`src/rtl/snell_solver.sv`:
```
// Snell's-law index solver: n1 = floor(n2 * sin(theta2) / sin(theta1)).
// Sine table lookup, one multiply, then a bit-serial restoring divide.
module snell_solver #(
    parameter int unsigned N_W    = 4,
    parameter int unsigned FRAC_N = 2,
    parameter int unsigned ANG_W  = 7,
    parameter int unsigned OUT_W  = 7
) (
    input  logic             clk,
    input  logic             rst,
    input  logic             in_valid,
    output logic             in_ready,
    input  logic [N_W-1:0]   n2,
    input  logic [ANG_W-1:0] theta1,
    input  logic [ANG_W-1:0] theta2,
    output logic             out_valid,
    input  logic             out_ready,
    output logic [OUT_W-1:0] n1,
    output logic             div_zero,
    output logic             sat
);
    localparam int unsigned S_W    = 9;
    localparam int unsigned QW     = N_W + S_W;
    localparam int unsigned R_W    = S_W + 1;
    localparam int unsigned CNT_W  = $clog2(QW);
    localparam int unsigned N1_MAX = (2 ** OUT_W) - 1;

    // Both indices share the binary point, so FRAC_N only has to fit inside N_W.
    if (FRAC_N > N_W) begin : g_bad_frac
        $error("FRAC_N exceeds N_W");
    end

    // round(sin(a deg) * 256), a = 0..90
    localparam logic [S_W-1:0] SIN_TBL [91] = '{
        9'd0,   9'd4,   9'd9,   9'd13,  9'd18,  9'd22,  9'd27,  9'd31,  9'd36,  9'd40,
        9'd44,  9'd49,  9'd53,  9'd58,  9'd62,  9'd66,  9'd71,  9'd75,  9'd79,  9'd83,
        9'd88,  9'd92,  9'd96,  9'd100, 9'd104, 9'd108, 9'd112, 9'd116, 9'd120, 9'd124,
        9'd128, 9'd132, 9'd136, 9'd139, 9'd143, 9'd147, 9'd150, 9'd154, 9'd158, 9'd161,
        9'd165, 9'd168, 9'd171, 9'd175, 9'd178, 9'd181, 9'd184, 9'd187, 9'd190, 9'd193,
        9'd196, 9'd199, 9'd202, 9'd204, 9'd207, 9'd210, 9'd212, 9'd215, 9'd217, 9'd219,
        9'd222, 9'd224, 9'd226, 9'd228, 9'd230, 9'd232, 9'd234, 9'd236, 9'd237, 9'd239,
        9'd241, 9'd242, 9'd243, 9'd245, 9'd246, 9'd247, 9'd248, 9'd249, 9'd250, 9'd251,
        9'd252, 9'd253, 9'd254, 9'd254, 9'd255, 9'd255, 9'd255, 9'd256, 9'd256, 9'd256,
        9'd256
    };

    typedef enum logic [2:0] {IDLE, LOOKUP, MUL, DIV, DONE} state_t;

    state_t           state;
    logic [N_W-1:0]   n2_q;
    logic [ANG_W-1:0] t1_q;
    logic [ANG_W-1:0] t2_q;
    logic [S_W-1:0]   s1;
    logic [S_W-1:0]   s2;
    logic [QW-1:0]    prod;
    logic [QW-1:0]    quo;
    logic [R_W-1:0]   rem;
    logic [CNT_W-1:0] cnt;
    logic             dz_q;
    logic [R_W-1:0]   rem_sh;
    logic             fits;
    logic [R_W-1:0]   rem_nx;

    function automatic logic [6:0] ang_idx(input logic [ANG_W-1:0] a);
        return (a > ANG_W'(90)) ? 7'd90 : 7'(a);
    endfunction

    // One restoring-divide step: bring down the next dividend bit, subtract if it fits.
    always_comb begin
        rem_sh = {rem[S_W-1:0], prod[QW-1]};
        fits   = (rem_sh >= R_W'(s1));
        rem_nx = fits ? (rem_sh - R_W'(s1)) : rem_sh;
    end

    always_ff @(posedge clk or posedge rst) begin
        if (rst) begin
            state     <= IDLE;
            in_ready  <= 1'b1;
            out_valid <= 1'b0;
            n1        <= '0;
            div_zero  <= 1'b0;
            sat       <= 1'b0;
            n2_q      <= '0;
            t1_q      <= '0;
            t2_q      <= '0;
            s1        <= '0;
            s2        <= '0;
            prod      <= '0;
            quo       <= '0;
            rem       <= '0;
            cnt       <= '0;
            dz_q      <= 1'b0;
        end else begin
            case (state)
                IDLE: begin
                    if (in_valid) begin
                        n2_q     <= n2;
                        t1_q     <= theta1;
                        t2_q     <= theta2;
                        in_ready <= 1'b0;
                        state    <= LOOKUP;
                    end
                end
                LOOKUP: begin
                    s1    <= SIN_TBL[ang_idx(t1_q)];
                    s2    <= SIN_TBL[ang_idx(t2_q)];
                    state <= MUL;
                end
                MUL: begin
                    prod  <= QW'(n2_q) * QW'(s2);
                    quo   <= '0;
                    rem   <= '0;
                    cnt   <= '0;
                    dz_q  <= (s1 == '0);
                    state <= (s1 == '0) ? DONE : DIV;
                end
                DIV: begin
                    rem  <= rem_nx;
                    prod <= prod << 1;
                    quo  <= {quo[QW-2:0], fits};
                    cnt  <= cnt + CNT_W'(1);
                    if (cnt == CNT_W'(QW - 1)) begin
                        state <= DONE;
                    end
                end
                DONE: begin
                    // First DONE cycle clips and publishes; later cycles wait for the consumer.
                    if (!out_valid) begin
                        out_valid <= 1'b1;
                        if (dz_q) begin
                            n1       <= '1;
                            div_zero <= 1'b1;
                            sat      <= 1'b1;
                        end else if (quo > QW'(N1_MAX)) begin
                            n1       <= '1;
                            div_zero <= 1'b0;
                            sat      <= 1'b1;
                        end else begin
                            n1       <= OUT_W'(quo);
                            div_zero <= 1'b0;
                            sat      <= 1'b0;
                        end
                    end else if (out_ready) begin
                        out_valid <= 1'b0;
                        in_ready  <= 1'b1;
                        state     <= IDLE;
                    end
                end
                default: begin
                    state    <= IDLE;
                    in_ready <= 1'b1;
                end
            endcase
        end
    end
endmodule

```
`config.mk`:
```
export PLATFORM = sky130hd
export DESIGN_NAME = snell_solver
export DESIGN_NICKNAME = d
export VERILOG_FILES = /design/src/rtl/snell_solver.sv
export SDC_FILE = /design/constraint.sdc
export NUM_CORES = 1
export LEC_CHECK = 0
export CAP_MARGIN = 40
export CORE_ASPECT_RATIO = 1.1
export CORE_MARGIN = 2
export CORE_UTILIZATION = 40
export CTS_BUF_LIST = sky130_fd_sc_hd__clkbuf_16
export DETAILED_ROUTE_END_ITERATION = 8
export PLACE_DENSITY_LB_ADDON = 0.12
export SLEW_MARGIN = 20
export SYNTH_ARGS = -nofsm -noshare
export SYNTH_HDL_FRONTEND = slang
export SYNTH_SLANG_ARGS = --single-unit
```
`constraint.sdc`:
```
create_clock -name clk -period 3.5 [get_ports clk]
set_clock_uncertainty 0.1 [all_clocks]
set_input_delay 0.7 -clock clk [delete_from_list [all_inputs] [get_ports clk]]
set_output_delay 0.7 -clock clk [all_outputs]
set_load 0.02 [all_outputs]
```
* Word-level counts from Yosys, hierarchy flattened
Memories as Yosys holds them, arrays and structs flattened. A register that Yosys moved wholly into a read port is not among the register bits.
Index checks and enable logic that the tools add are counted.
** Word-level totals
- Register bits after elaboration :: 72
- Memory bits (read-only) :: 2304
- Input bits :: 22
- Memories kept :: 2
** Memories
- (name not given) :: words 128, bits a word 9, rd ports 1, clocked after Yosys merged registers in 1, wr ports 0, line 106 : s2 <= SIN_TBL[ang_idx(t2_q)];
- (name not given) :: words 128, bits a word 9, rd ports 1, clocked after Yosys merged registers in 1, wr ports 0, line 105 : s1 <= SIN_TBL[ang_idx(t1_q)];
** Operators by class
- Add/sub/neg operators :: 2
- Multiply operators :: 1
- $lt $le $gt $ge :: 4
- Eq/ne operators :: 9
- Muxes and demuxes :: 24
- Bitwise operators :: 4
- Reductions and logical operators :: 8
** Operators with widths (count)
- 13-bit case mux with 2 select lines :: 2
- 7-bit two-way mux :: 4
- 9-bit case mux with 2 select lines :: 1
- 7-bit inverter with 8-bit output :: 2
- 3-bit two-way mux :: 5
- 3-bit case mux with 5 select lines :: 1
- 7-bit > comparator (second input constant) :: 2
- 13-bit by 7-bit > comparator with 1-bit output (second input constant) :: 1
- 4-bit by 9-bit multiplier with 13-bit output :: 1
- 10-bit by 9-bit greater-or-equal comparator with 1-bit output :: 1
- 9-bit zero test :: 1
- 9-bit two-way mux :: 1
- 9-bit subtractor :: 1
- 1-bit two-way mux :: 8
- 2-bit != test (second input constant) :: 4
- 4-bit case mux with 2 select lines :: 1
- 4-bit AND reduction :: 2
- 3-bit by 2-bit equality test with 1-bit output (second input constant) :: 2
- 4-bit by 1-bit adder with 4-bit output (second input constant) :: 1
- 4-bit equality test (second input constant) :: 1
- 2-bit AND reduction :: 2
- 3-bit by 1-bit equality test with 1-bit output (second input constant) :: 1
- 3-bit equality test (second input constant) :: 1
- 3-bit zero test :: 1
- other kinds (4) :: 5

* Depth between registers and ports, before layout
- Depth in word-level cells :: 4
- Mapped depth :: 14

* Worst setup path before layout
No wires, ideal clock.
- Path type :: register to register
- From :: register n2_q[3]
- To :: register prod[12]
- Arrival time :: 3052 ps
- Slack :: 207 ps
- Cell stages (with the launch flop) :: 13
- Path buffers :: 0
- Period minus slack after synthesis :: 3293 ps
- Cells stage by stage :: dfrtp_1 > and2_1 > fa_1 > inv_1 > fa_1 > inv_1 > ha_1 > nor2b_1 > o31a_1 > o31ai_1 > a21oi_1 > xnor2_1 > o221ai_1
** On the way
- Longest elaborated chain between the ends :: 2
** Ends and longest elaborated chain
- from (decl) :: line 50 : logic [N_W-1:0] n2_q;
- from (signal assigned) :: line 97 : n2_q <= n2;
- 4-bit by 9-bit multiplier with 13-bit output :: line 110 : prod <= QW'(n2_q) * QW'(s2);
- 13-bit case mux with 2 select lines :: line 94 : case (state)
- to (signal assigned) :: line 110
- to (signal assigned) :: line 119 : prod <= prod << 1;
- to (decl) :: line 55 : logic [QW-1:0] prod;
No other way between the ends.
A chain may end at the register's enable or synchronous reset.

* Worst setup path in the final report
- From :: register s2[2]
- To :: register prod[12]
** On the way
- Longest elaborated chain between the ends :: 2
** Ends and longest elaborated chain
- from (decl) :: line 54 : logic [S_W-1:0] s2;
- 4-bit by 9-bit multiplier with 13-bit output :: line 110
- 13-bit case mux with 2 select lines :: line 94
No other way between the ends.

==> metrics.md <==
| Metric | Value |
|---|---|
| Status | finished clean |
| First-pass GRT wire length | roughly 32 mm |
| Seq/Total Area, Yosys | 0.312 |
| GR Layer Usage met3 | 0.0339 |
| Vias | 6,404 |
| Yosys warning count | 0 |
| Fmax | about 0.29 GHz |
| Share of post-route cells with drive strength above 1 | 0.0993 |
| Synth Instances | roughly 860 |
| Top cells by area in the synthesized netlist | dfrtp_1 (31%), ha_1 (8.3%), nand2_1 (5.6%) |
| Area Overhead vs Synth | 13.0% |
| Largest net degree at the start of global routing | 47 |
| Area post-placement | about 0.008 sq mm |
| Full die area | 0.0191 sq mm |
| Clock transition at path regs | approximately 0.07 ns |
| #FFs+latches synth | 90 |
| Rows | between 50 and 60 |
| Cell Chain, Critical Path | and2_1 -> fa_1 -> inv_1 -> fa_1 -> inv_1 -> ha_4 -> nor2b_1 -> o31a_1 -> o31ai_4 -> a21oi_1 -> xnor2_1 -> o221ai_1 |
| Die Wd | about 130 um |
| Post-route ant nets | 0 |
| TNS Setup | 0 ns |
| Worst Path Buf+Inv | 2 |
| Slew Limit Fails | 0 |
| Hold Path Class | reg2reg |
| RSZ-0062 raised after global routing | no |
| Leading area contributor after synthesis | dfrtp_1 |
| # IOs | 33 |
| Share of the synthesized area in the top cell type | 0.308 |
| Vias in the first global route | 6,406 |
| Worst Path Required | 3.62 ns |
| Tcrit/Tclk final | 0.970 |
| Syn_area_per_cell | around 8.4 sq um |
| Max-cap violation count | 0 |
| Most instantiated cells after synthesis | nand2_1 (107), dfrtp_1 (89), nor2_1 (60), o21ai_0 (56), inv_1 (49) |
| Asr flop ratio synth | 1.00 |
| Synth Flop Type | dfrtp_1 |
| Cts bufs inserted | 9 |
| Clk buf depth | 2 |
| Core Region | about 0.018 sq mm |
| CP peak stage delay | about 0.53 ns |
| CP max FO | 5 |
| Slew @ Worst Pin | about 0.79 ns |
| Initial Util | 0.409 |
| Syn_nets | 948 |
| GR Overflow Total | 0 |
| Die Ht | roughly 140 um |
| Hold_buf cts | 0 |
| CP endpoint kind | flop |
| DRT Pass-1 Iters | 5 |
| Final nets | approximately 970 |
| GR Util met1 | 0.256 |
| DR WL/cell | ~17 um |
| Met2 global-route usage | 0.335 |
| Critical Path Start Type | flop |
| DR iter-0 viols | approximately 440 |
| Distinct cell type count after synthesis | 73 |
| CP Class | reg2reg |
| CP max stage cell | fa_1 |
| Final hold violations | 0 |
| H-tree levels | 3 |
| Port Buffers | 32 |
| Clk_lat worst skew | 0.35 ns |
| Post-synth EDFFs | 0 |
| Arrival time at the worst endpoint | around 3.5 ns |
| Gr usage total | 0.200 |
| Relative slew slack | 0.476 |
| Post-DP HPWL | 13.7 mm |
| Cell area after synthesis | a little over 0.007 sq mm |
| Top delay family on crit path | adder cells |
| Most instantiated library cell after synthesis | nand2_1 |
| Clk sink count | 90 |
| DRC | 0 |
| Root Driver | clkbuf_16 |
| Grt peak-use layer | met2 |
| GP Congestion | 0.894 |
| Crit path time final | ~3.4 ns |
| CTS tree | done |
| Initial antenna violation count | 2 |
| Final instance area | slightly above 0.008 sq mm |
| # setup viols final | 0 |
| Total routed wirelength | about 19 mm |
| Final Util | 0.462 |
| Vias per cell | ~5.7 |
[logic make-up (layout without fill, tap and decap cells)]
logic type	after synthesis	after routing	synth area share
simple gates	300	300	0.197
compound gates	259	259	0.240
buf+inv	108	131	0.0648
flops	90	90	0.312
fa+ha+maj	63	63	0.125
mux	32	32	0.0476
xor+xnor	11	11	0.0133
other cells	0	1	0
[layer usage]
layer | share of wire | vias up
met4 | 0.023 | 2
met1 | 0.45 | 3061
met2 | 0.48 | 189
li1 | - | 3115
met5 | 0.00069 | -
met3 | 0.046 | 37
[cell type report]
cell class	instances	area, sq um
fillers	1715	9520
multi-input cells	665	4560
repair buffers	64	573
inverters	52	196
flip-flops and latches	90	2250
well taps	238	298
clock buffers	9	225
clock inverters	6	50.0
diodes	1	2.50
[what timing repair did]
item | 4_1_cts | 5_1_grt
gates resized for setup | 2 | 8
setup endpoints to repair | 3 | 5
pin swaps | 0 | 6
buffers inserted | 0 | 3
gates cloned | 0 | 0
[metrics by stage]
stage,hold slack (ns),cells,setup slack (ns)
global placement,0.353,1106,0.0717
CTS,0.389,1121,0.0130
finish,0.381,1125,0.105
global route,0.417,1124,0.00268
detailed placement,0.372,1106,-0.00759
floorplan,0.340,863,0.207
[worst register-to-register path, cell delays in order (launching register included)]
cell      delay [ns]
dfrtp_2         0.44
and2_1          0.18
fa_1            0.50
inv_1           0.06
fa_1            0.53
inv_1           0.07
ha_4            0.24
nor2b_1         0.15
o31a_1          0.33
o31ai_4         0.29
a21oi_1         0.13
xnor2_1         0.15
o221ai_1        0.11
[cell usage in the layout (no fill, tap or decap), types with 6 or more instances in the layout]
| cell | count |
|---|---|
| nor2_1 | 60 |
| a211oi_1 | 9 |
| nor2b_1 | 12 |
| nor3_1 | 24 |
| a21o_1 | 12 |
| o31ai_1 | 8 |
| buf_4 | 31 |
| inv_1 | 48 |
| nand3_1 | 27 |
| clkbuf_16 | 9 |
| a31oi_1 | 13 |
| a221oi_1 | 6 |
| mux2i_1 | 16 |
| and2_1 | 29 |
| fa_1 | 15 |
| o21ai_0 | 54 |
| a22oi_1 | 6 |
| clkdlybuf4s50_1 | 32 |
| mux2_2 | 15 |
| a2111oi_0 | 6 |
| o211ai_1 | 10 |
| xnor2_1 | 8 |
| o21a_1 | 11 |
| a21oi_1 | 47 |
| nand2b_1 | 10 |
| o22a_1 | 7 |
| ha_1 | 46 |
| o21ai_1 | 10 |
| o22ai_1 | 6 |
| nand2_1 | 107 |
| dfrtp_1 | 88 |
[state kept, by name, summed over array words and instances, names as in the netlist, 3 cells and up]
register  flops
s2            9
quo          13
n2_q          4
n1            7
prod         13
cnt           4
t2_q          7
state         3
s1            9
t1_q          7
rem           9
[final timing paths]
| path | start | endpoint | slack, ns | cells after the start |
|---|---|---|---|---|
| max in group asynchronous | rst | in_ready | 2.05 | 3 |
| worst max register to register | s2[2] | prod[12] | 0.11 | 12 |
| worst min register to register | prod[5] | prod[5] | 0.38 | 2 |
| worst min-delay path | prod[5] | prod[5] | 0.38 | 2 |
| min in group asynchronous | rst | t1_q[1] | 0.58 | 2 |
| worst max-delay path | s2[2] | prod[12] | 0.11 | 12 |
Power is not shown: default switching activity piles up to over one toggle a cycle in this logic, so the estimate is an artifact.
